`src/rtl/token_step_sequencer.sv`:
```
// rtl/token_step_sequencer.sv - steps a player token square by square via coordinate LUT and box plotter
module token_step_sequencer #(
    parameter int STEP_DELAY = 12500000,
    parameter int DELAY_W    = 24,
    parameter int LAST_SQ    = 100
) (
    input  logic       clock,
    input  logic       resetn,
    input  logic       start,
    input  logic [2:0] steps,
    output logic [6:0] lut_number,
    input  logic [8:0] lut_x,
    input  logic [8:0] lut_y,
    output logic [8:0] plot_x,
    output logic [8:0] plot_y,
    output logic       plot_erase,
    output logic       draw_req,
    input  logic       draw_ack,
    output logic [6:0] position,
    output logic       busy,
    output logic       done,
    output logic       no_move,
    output logic       win
);

    localparam logic [3:0] S_INIT_LK0  = 4'd0;
    localparam logic [3:0] S_INIT_LK1  = 4'd1;
    localparam logic [3:0] S_INIT_DRAW = 4'd2;
    localparam logic [3:0] S_IDLE      = 4'd3;
    localparam logic [3:0] S_ERASE     = 4'd4;
    localparam logic [3:0] S_LK0       = 4'd5;
    localparam logic [3:0] S_LK1       = 4'd6;
    localparam logic [3:0] S_DRAW      = 4'd7;
    localparam logic [3:0] S_DWELL     = 4'd8;
    localparam logic [3:0] S_FINISH    = 4'd9;

    logic [3:0]         state_q, state_d;
    logic [6:0]         pos_q, pos_d;
    logic [6:0]         lutn_q, lutn_d;
    logic [6:0]         target_q, target_d;
    logic [8:0]         cur_x_q, cur_x_d;
    logic [8:0]         cur_y_q, cur_y_d;
    logic [8:0]         plot_x_q, plot_x_d;
    logic [8:0]         plot_y_q, plot_y_d;
    logic               erase_q, erase_d;
    logic               req_q, req_d;
    logic               nm_q, nm_d;
    logic               win_q, win_d;
    logic [DELAY_W-1:0] dwell_q, dwell_d;

    logic [7:0] sum;
    logic       legal;

    // 8-bit sum so an overshoot past LAST_SQ can never wrap into a legal square
    assign sum   = {1'b0, pos_q} + {5'b00000, steps};
    assign legal = (steps != 3'd0) && (steps != 3'd7) && (sum <= 8'(LAST_SQ));

    always_comb begin
        state_d  = state_q;
        pos_d    = pos_q;
        lutn_d   = lutn_q;
        target_d = target_q;
        cur_x_d  = cur_x_q;
        cur_y_d  = cur_y_q;
        plot_x_d = plot_x_q;
        plot_y_d = plot_y_q;
        erase_d  = erase_q;
        req_d    = req_q;
        nm_d     = nm_q;
        win_d    = win_q;
        dwell_d  = dwell_q;
        case (state_q)
            S_INIT_LK0: state_d = S_INIT_LK1;
            S_INIT_LK1: begin
                cur_x_d  = lut_x;
                cur_y_d  = lut_y;
                plot_x_d = lut_x;
                plot_y_d = lut_y;
                erase_d  = 1'b0;
                req_d    = 1'b1;
                state_d  = S_INIT_DRAW;
            end
            S_INIT_DRAW: begin
                if (draw_ack) begin
                    req_d   = 1'b0;
                    state_d = S_IDLE;
                end
            end
            S_IDLE: begin
                if (start) begin
                    if (legal) begin
                        target_d = sum[6:0];
                        plot_x_d = cur_x_q;
                        plot_y_d = cur_y_q;
                        erase_d  = 1'b1;
                        req_d    = 1'b1;
                        state_d  = S_ERASE;
                    end else begin
                        nm_d    = 1'b1;
                        state_d = S_FINISH;
                    end
                end
            end
            S_ERASE: begin
                if (draw_ack) begin
                    req_d   = 1'b0;
                    lutn_d  = pos_q + 7'd1;
                    state_d = S_LK0;
                end
            end
            // two edges between lut_number change and capture let the negedge LUT settle
            S_LK0: state_d = S_LK1;
            S_LK1: begin
                cur_x_d  = lut_x;
                cur_y_d  = lut_y;
                plot_x_d = lut_x;
                plot_y_d = lut_y;
                erase_d  = 1'b0;
                req_d    = 1'b1;
                pos_d    = lutn_q;
                state_d  = S_DRAW;
            end
            S_DRAW: begin
                if (draw_ack) begin
                    req_d   = 1'b0;
                    dwell_d = DELAY_W'(STEP_DELAY - 1);
                    state_d = S_DWELL;
                end
            end
            S_DWELL: begin
                if (dwell_q == '0) begin
                    if (pos_q == target_q) begin
                        state_d = S_FINISH;
                    end else begin
                        plot_x_d = cur_x_q;
                        plot_y_d = cur_y_q;
                        erase_d  = 1'b1;
                        req_d    = 1'b1;
                        state_d  = S_ERASE;
                    end
                end else begin
                    dwell_d = dwell_q - DELAY_W'(1);
                end
            end
            S_FINISH: begin
                nm_d = 1'b0;
                if (pos_q == 7'(LAST_SQ)) begin
                    win_d = 1'b1;
                end
                state_d = S_IDLE;
            end
            default: state_d = S_INIT_LK0;
        endcase
    end

    always_ff @(posedge clock or negedge resetn) begin
        if (!resetn) begin
            state_q  <= S_INIT_LK0;
            pos_q    <= '0;
            lutn_q   <= '0;
            target_q <= '0;
            cur_x_q  <= '0;
            cur_y_q  <= '0;
            plot_x_q <= '0;
            plot_y_q <= '0;
            erase_q  <= 1'b0;
            req_q    <= 1'b0;
            nm_q     <= 1'b0;
            win_q    <= 1'b0;
            dwell_q  <= '0;
        end else begin
            state_q  <= state_d;
            pos_q    <= pos_d;
            lutn_q   <= lutn_d;
            target_q <= target_d;
            cur_x_q  <= cur_x_d;
            cur_y_q  <= cur_y_d;
            plot_x_q <= plot_x_d;
            plot_y_q <= plot_y_d;
            erase_q  <= erase_d;
            req_q    <= req_d;
            nm_q     <= nm_d;
            win_q    <= win_d;
            dwell_q  <= dwell_d;
        end
    end

    assign lut_number = lutn_q;
    assign plot_x     = plot_x_q;
    assign plot_y     = plot_y_q;
    assign plot_erase = erase_q;
    assign draw_req   = req_q;
    assign position   = pos_q;
    assign busy       = (state_q != S_IDLE);
    assign done       = (state_q == S_FINISH);
    assign no_move    = nm_q;
    assign win        = win_q;

endmodule

```
`config.mk`:
```
export PLATFORM = sky130hd
export DESIGN_NAME = token_step_sequencer
export DESIGN_NICKNAME = d
export VERILOG_FILES = /design/src/rtl/token_step_sequencer.sv
export SDC_FILE = /design/constraint.sdc
export NUM_CORES = 1
export LEC_CHECK = 0
export BUFFER_PORTS_ARGS = -buffer_cell sky130_fd_sc_hd__buf_4
export CAP_MARGIN = 20
export CORE_AREA = 2 2 93 95
export CTS_BUF_LIST = sky130_fd_sc_hd__clkbuf_2 sky130_fd_sc_hd__clkbuf_4 sky130_fd_sc_hd__clkbuf_8
export DETAILED_ROUTE_END_ITERATION = 10
export DIE_AREA = 0 0 95 97
export PLACE_DENSITY_LB_ADDON = 0.12
export SYNTH_ARGS = -nofsm -noshare
export SYNTH_HDL_FRONTEND = slang
export SYNTH_SLANG_ARGS = --single-unit
```
`constraint.sdc`:
```
create_clock -name clock -period 7.7 [get_ports clock]
set_clock_uncertainty 0.2 [all_clocks]
set_input_delay 0.77 -clock clock [delete_from_list [all_inputs] [get_ports clock]]
set_output_delay 0.77 -clock clock [all_outputs]
set_load 0.005 [all_outputs]
```
==> results of run 1 <==
[critical path: stages]
cell and delay, ps:
buf_4 120, ha_1 210, fa_1 460, xor2_1 210
o21a_1 130, o311a_1 280, o22ai_1 200, nand3_1 190
a211oi_4 270, buf_4 350, mux2_2 380
[flip-flops by register name, summed over array words and instances, names as in the netlist, 4 cells and up]
name,flops
target_q,7
dwell_q,24
cur_x_q,9
cur_y_q,9
plot_x,9
state_q,4
plot_y,9
position,7
lut_number,7
[cell type report]
class	instances	area [sq um]
timing repair buffer	66	495
clock inverter	7	67.6
sequential	89	2230
inverter	11	41.3
multi-input combinational	287	2040
fill	670	3010
clock buffer	9	124
tap	105	131
[power groups by stage]
stage	combinational (mW)	clock, mW	sequential [mW]
floorplan	0.727	0	0.778
global placement	0.928	0	0.853
detailed placement	0.956	0	0.856
CTS	0.957	0.316	0.851
global route	1.05	0.331	0.883
finish	0.945	0.306	0.850
[layer usage]
layer / wire length (um) / vias to the layer above
met5: 0 / -
met4: 104 / 0
li1: - / 1521
met2: 4260 / 60
met1: 4200 / 1551
met3: 383 / 11
[placed cells by master, fill, tap and decap left out, types with 3 or more instances in the layout]
master | netlist | layout
a311oi_1 | 3 | 3
nor2b_1 | 4 | 4
dfrtp_1 | 89 | 89
mux2_2 | 35 | 35
mux2_4 | 10 | 10
nor3_1 | 13 | 13
xor2_1 | 21 | 21
clkbuf_8 | 0 | 9
inv_8 | 0 | 3
nor4_1 | 5 | 5
nand3_1 | 9 | 9
nand4_1 | 4 | 4
ha_1 | 6 | 6
buf_4 | 0 | 66
nand3b_1 | 7 | 7
nand2_1 | 46 | 46
xnor2_1 | 19 | 19
nor2_1 | 37 | 37
a21oi_1 | 17 | 16
inv_1 | 11 | 11
o21ai_0 | 13 | 13
[how the worst max path moves through the flow]
stage / from / end / slack [ps] / cells past startpoint
2_1_floorplan: steps[0] / plot_x[0] / 4080 / 10
5_1_grt: steps[0] / plot_x[5] / 4000 / 11
3_3_place_gp: steps[0] / plot_x[6] / 3860 / 11
3_5_place_dp: steps[0] / plot_x[8] / 3800 / 11
4_1_cts: steps[0] / plot_x[8] / 4170 / 11
6_report: steps[0] / plot_x[8] / 4160 / 11
[through the flow]
stage	setup slack, ps	cells	hold slack (ps)	total power, mW
floorplan	4080	405	260	1.51
global placement	3860	558	276	1.78
detailed placement	3800	558	282	1.81
CTS	4170	574	96.7	2.12
global route	4000	574	105	2.26
finish	4160	574	96.8	2.10
[kinds of logic after synthesis]
logic type,share of synthesized area [%]
AO/OA/AOI/OAI,7.75
XOR/XNOR,7.98
adder cells (fa/ha/maj),2.17
buffers and inverters,2.99
flip-flops,50.7
multiplexers,12.4
AND/OR/NAND/NOR,16.0
==> results.cfg, run 1 <==
[min_path]
hold_path.class = input pin to async pin

[critical_path]
rr_endpoint = plot_x[8]
cp.arrival_ps = 3570
r2r_slack_ps = 4200
crit_required_ps = 7730
end_kind = flip-flop
startpoint_type = input pin
criticalPathCategory = input pin to flip-flop
reg2reg_from = position[0]
crit_fanout = 18
r2r_cells = 10

[status]
status = finished clean

[clock_network]
cts_hold_buf = 0
clkTransAtPathRegs_ps = 90
cts_tree = done
post_cts_buffers = 0
root_buffer = clkbuf_8
clk_latency_ps = 350
cts_max_level = 3
clock-sinks = 89
clk_path_buf_depth = 2
cts_buffers = 9
cts-resized-gates = 0

[routing]
dr.pass1.iters = 4
ant_nets = 0
via_per_inst = 5.48
route.vias.total = 3143
drt-total-wl_mm = 8.94
wl_per_cell_um = 15.6
drt_iter0_markers = 137
drc_errors = 0

[grt]
use_met2_pct = 32.9
grt_pass1_wl_mm = 15.2
track_usage_pct = 20.5
grt.met1_usage_pct = 28.3
grt_max_degree = 69
antenna_found_initial = 0
grt_pass1_vias = 3258
use_met3_pct = 4.05
grt_busiest_layer = met2
grt_overflow = 0

[pwr]
p_sw_uw = 774
seqPwrFrac_pct = 40.5
p_int_mw = 1.33
swShare_pct = 36.8
p_comb_share_pct = 45.0
irDropWorstVdd_uv = 214
p_leak_nw = 2.18
power_density_nw_per_um2 = 410
clockPowerShare_pct = 14.6

[synth]
synth_area_sq_um = 4390
syn-num-nets = 437
yosysWarnings = 0
synth_edf_count = 0
ys_seq_elements = 89
ys_top_cells_by_area = dfrtp_1, mux2_2, xor2_1
async_flop_share_pct = 100
ys_top_cells_by_count = dfrtp_1, nand2_1, nor2_1
yosysTopAreaCell = dfrtp_1
synth_cell_types = 53
yosysMostFrequentCell = dfrtp_1
avgSynthCellArea_sq_um = 10.8
synth_top_area_share_pct = 50.7
ys.flop_type = dfrtp_1
netlist_instances = 405
yosysSeqAreaShare_pct = 50.7

[die]
core_sq_um = 8130
start_util_pct = 54.0
die_x_um = 95
die_y_um = 97
die_area_sq_um = 9220
pin_count = 63
num_rows = 33

[timing]
setup_viol = 0
period_minus_slack_ps = 3540
finalSetupTns_ps = 0
slew_headroom_pct = 38.0
fin_crit_sh_pct = 45.9
worstMarginPinSlew_ps = 923
rsz0062_at_grt = false
hold_viol = 0
max_freq_ghz = 0.283
slew_viol_final = 0

[finish]
utilization_pct = 63.0
layout-drive-gt1-share_pct = 29.0
area_growth_pct = 16.7
final_nets = 496
postLayoutCellArea_sq_um = 5120
num_antenna_cells = 0

[run]
maxCapViolCount = 0

[place]
placed_cell_area_sq_um = 4930
gp_congestion = 0.913
io_buffers = 62
hpwl_mm = 6.28
(Power assumes the default switching activity.)
==> inputs of run 2 (changes only) <==
==> constraint.sdc (replaced) <==
create_clock -name clock -period 3.5 [get_ports clock]
set_clock_uncertainty 0.2 [all_clocks]
set_input_delay 0.35 -clock clock [delete_from_list [all_inputs] [get_ports clock]]
set_output_delay 0.35 -clock clock [all_outputs]
set_load 0.005 [all_outputs]
==> run 2 against run 1 <==
Compared with the run above:
- cell count is 1.2% higher
- flip-flop and latch count stayed put
- critical path type is now flip-flop to flip-flop
- critical path depth is 1 lower
- register-to-register slack worse by 4000 ps
- routed wire length is 2.0% higher
- die area stayed put
- sequential power is 120% higher
- total power is 120% higher
- sequential share of layout area is 0.62 points lower
- clock power is 120% higher
==> results.cfg, run 2 (same netlist as run 1, synthesis figures left out) <==
[routing]
met1_length_mm = 4.32
wl_per_cell_um = 15.7
drt-total-wl_mm = 9.13
wl_met3_um = 470
route.vias.total = 3158
dr.max_layer_used = met4
drc_errors = 0
via_per_inst = 5.44
ant_nets = 0
met2_length_mm = 4.24
drt_iter0_markers = 133
dr.pass1.iters = 4

[grt]
antenna_found_initial = 0
track_usage_pct = 21.6
grt_pass1_wl_mm = 15.7
grt_max_degree = 72
grt_overflow = 0
grt_pass1_vias = 3242

[clock_network]
clk_latency_ps = 360
cts-resized-gates = 0
post_cts_buffers = 0
cts_buffers = 9
root_buffer = clkbuf_8
clock-sinks = 89
clkTransAtPathRegs_ps = 100
cts_tree = done
cts_max_level = 3
clk_path_buf_depth = 2
cts_hold_buf = 1

[place]
gp_congestion = 0.890
hpwl_mm = 6.44
io_buffers = 62

[critical_path]
crit_required_ps = 3550
slowest_stage = fa_1
crit_chain = ha_1 > fa_1 > xor2_1 > o21a_1 > o311a_1 > o22ai_1 > nand3_1 > a211oi_4 > buf_12 > mux2_2
criticalPathCategory = flip-flop to flip-flop
end_kind = flip-flop
crit_fanout = 18
cp.arrival_ps = 3320
startpoint_type = flip-flop
slowest_delay_ps = 460

[finish]
num_antenna_cells = 0
largest_register = dwell_q
area_growth_pct = 18.3
final_cell_mix = dfrtp_1, buf_4, nand2_1, nor2_1, mux2_2
largest_register_ffs = 24
final_nets = 503
layout-drive-gt1-share_pct = 29.8
final_common_cell = dfrtp_1
nFillCells = 674

[die]
pin_count = 63
core_sq_um = 8130
start_util_pct = 54.0
die_x_um = 95
die_y_um = 97
num_rows = 33
die_area_sq_um = 9220

[timing]
slew_viol_final = 0
worstMarginPinSlew_ps = 920
slew_headroom_pct = 38.7
max_freq_ghz = 0.305
period_minus_slack_ps = 3280
hold_viol = 0
fin_crit_sh_pct = 93.6
rsz0062_at_grt = false
finalSetupTns_ps = 0
setup_viol = 0
hold_ws_ps = 37.1

[pwr]
finalPower_mw = 4.71
power_density_nw_per_um2 = 906
irDropWorstVdd_uv = 580
p_leak_nw = 2.21

[min_path]
hold_path.class = input pin to flip-flop

[run]
maxCapViolCount = 0

[status]
status = finished clean
-- run 2: cell types whose count changed in the layout (fill, tap and decap cells not counted), sizes merged --
cell	previous run	this run
inv	15	14
clkinv	2	1
clkinvlp	1	2
clkbuf	9	10
dlygate4sd3	0	1
buf	66	72
-- run 2: power breakdown --
| part | total, mW | internal [mW] | leakage [nW] | switching (mW) |
|---|---|---|---|---|
| registers | 1.84 | 1.47 | 1.03 | 0.369 |
| clock network | 0.687 | 0.293 | 0.0942 | 0.394 |
| logic | 2.18 | 1.23 | 1.09 | 0.953 |
-- run 2: stage by stage --
step,cells,instance area (sq um),setup WS [ps],util [%]
after detailed placement,564,4990,106,61.3
after CTS,581,5200,222,63.9
after global routing,581,5200,85.9,63.9
after global placement,564,4990,177,61.3
after floorplan,405,4390,203,-
final,581,5200,225,63.9
-- run 2: worst paths after layout --
| path | from | endpoint | slack, ps | cells after the start |
|---|---|---|---|---|
| worst min register to register | cur_x_q[1] | cur_x_q[1] | 300 | 1 |
| max in group asynchronous | resetn | cur_y_q[6] | 1920 | 3 |
| worst max-delay path | position[0] | plot_y[0] | 220 | 10 |
| worst min-delay path | lut_x[6] | cur_x_q[6] | 40 | 2 |
| worst max register to register | position[0] | plot_y[0] | 220 | 10 |
| min in group asynchronous | resetn | draw_req | 430 | 2 |
-- run 2: final cells by class --
| type | instances | area, sq um | area share (%) |
|---|---|---|---|
| Multi-Input combinational cell | 287 | 2040 | 39.2 |
| Sequential cell | 89 | 2230 | 42.9 |
| Clock buffer | 10 | 138 | 2.65 |
| Timing Repair Buffer | 73 | 563 | 10.8 |
| Tap cell | 105 | 131 | 2.53 |
| Inverter | 11 | 41.3 | 0.794 |
| Clock inverter | 6 | 60.1 | 1.16 |
-- run 2: per-layer routing --
metal  GRT usage (%)  up-vias
li1                -     1532
met1            30.0     1561
met2            34.2       56
met3            6.15        9
met4            4.35        0
met5               0        -
-- run 2: critical path, delay by kind of cell (launching register included) --
family	cells	cell delay, ps
AOI/OAI and AO/OA	4	950
muxes	1	340
buffers and inverters	1	210
adders and majority gates	2	670
DFF	1	380
and+or+nand+nor	1	200
xor gates and xnor gates	1	210
==> inputs of run 3 (changes only) <==
--- a/config.mk
+++ b/config.mk
@@ -12,6 +12,7 @@
 export DETAILED_ROUTE_END_ITERATION = 10
 export DIE_AREA = 0 0 95 97
 export PLACE_DENSITY_LB_ADDON = 0.12
+export REMOVE_ABC_BUFFERS = 1
 export SYNTH_ARGS = -nofsm -noshare
 export SYNTH_HDL_FRONTEND = slang
 export SYNTH_SLANG_ARGS = --single-unit
==> run 3 against run 2 <==
Compared with the run above:
- final area grew 0.22%
- non-clock buffer count increased by 2
- hold slack better by 13 ps
- count of clock-buffer cells in the layout stayed put
- critical path type unchanged
==> results.cfg, run 3 (same netlist as run 1, synthesis figures left out) <==
[place]
io_buffers = 62
gp_congestion = 0.920
dp_cells = 566
placed_cell_area_sq_um = 5000
place_ws_ps = 87.5
hpwl_mm = 6.32

[timing]
max_freq_ghz = 0.304
slew_viol_final = 0
fin_crit_sh_pct = 94.1
hold_viol = 0
hold_ws_ps = 49.8
setup_slack_ps = 206
period_minus_slack_ps = 3290
finalSetupTns_ps = 0
setup_viol = 0
worstMarginPinSlew_ps = 732
rsz0062_at_grt = false
slew_headroom_pct = 51.0

[pwr]
irDropWorstVdd_uv = 521
power_density_nw_per_um2 = 904
finalPower_mw = 4.71
p_leak_nw = 2.23

[die]
die_y_um = 97
die_x_um = 95
die_area_sq_um = 9220
core_sq_um = 8130
num_rows = 33
pin_count = 63
start_util_pct = 54.0

[finish]
final_common_cell = dfrtp_1
area_growth_pct = 18.6
largest_register = dwell_q
largest_register_ffs = 24
nFillCells = 670
num_antenna_cells = 0
utilization_pct = 64.0
final_cell_mix = dfrtp_1, buf_4, nand2_1, nor2_1, mux2_2
layout-drive-gt1-share_pct = 30.0
final_nets = 505
postLayoutCellArea_sq_um = 5210
fin_cells = 582

[routing]
drt_iter0_markers = 181
via_per_inst = 5.42
wl_per_cell_um = 15.3
dr.pass1.iters = 4
drc_errors = 0
drt-total-wl_mm = 8.91
ant_nets = 0
route.vias.total = 3157

[critical_path]
crit_fanout = 18
end_kind = flip-flop
cp.arrival_ps = 3330
startpoint_type = flip-flop
startpoint = position[0]
crit_required_ps = 3530
criticalPathCategory = flip-flop to flip-flop
reg2reg_from = position[0]

[clock_network]
cts_hold_buf = 1
clk_path_buf_depth = 2
cts_tree = done
root_buffer = clkbuf_8
clk_latency_ps = 350
post_cts_buffers = 0
cts_max_level = 3
cts_buffers = 9
clock-sinks = 89
cts-resized-gates = 0
clkTransAtPathRegs_ps = 90

[grt]
grt_max_degree = 45
track_usage_pct = 21.1
antenna_found_initial = 0
grt_overflow = 0
grt_pass1_wl_mm = 15.3
grt_pass1_vias = 3244

[run]
maxCapViolCount = 0

[status]
status = finished clean

[min_path]
worstHoldStart = lut_x[5]
hold_path.class = input pin to flip-flop
==> run 3: critical path, stage by stage (launching register included) <==
cell and delay (ps):
dfrtp_1 390, ha_1 210, fa_1 460, xor2_1 220, o21a_1 130, o311a_1 290, o22ai_1 210, nand3_1 190
a211oi_4 320, buf_12 210, mux2_2 350
==> run 3: layout make-up <==
class,count,area (sq um),area share (%)
inverter,11,41.3,0.793
clock inverter,5,56.3,1.08
clock buffer,10,138,2.64
tap,105,131,2.52
multi-input combinational,287,2040,39.1
timing repair buffer,75,578,11.1
sequential,89,2230,42.8
==> run 3: worst paths after layout <==
check,end,slack [ps],depth (start not counted)
min reg2reg,cur_x_q[8],300,1
max,plot_x[6],210,10
max in group asynchronous,cur_x_q[1],1980,3
min,cur_x_q[5],50,2
min in group asynchronous,dwell_q[20],340,2
max reg2reg,plot_x[6],210,10
==> run 3: per-layer routing <==
layer,routed length [um],share of wire (%),vias up,track usage [%]
li1,-,-,1529,-
met1,3950,44,1553,27.4
met2,4490,50,65,35.0
met3,363,4.1,10,4.91
met4,106,1.2,0,6.13
met5,0,0,-,0
==> run 3: report_power, final <==
| group | internal [mW] | leakage (nW) | switching (mW) |
|---|---|---|---|
| sequential | 1.47 | 1.03 | 0.367 |
| combinational | 1.24 | 1.10 | 0.944 |
| clock | 0.344 | 0.0981 | 0.349 |
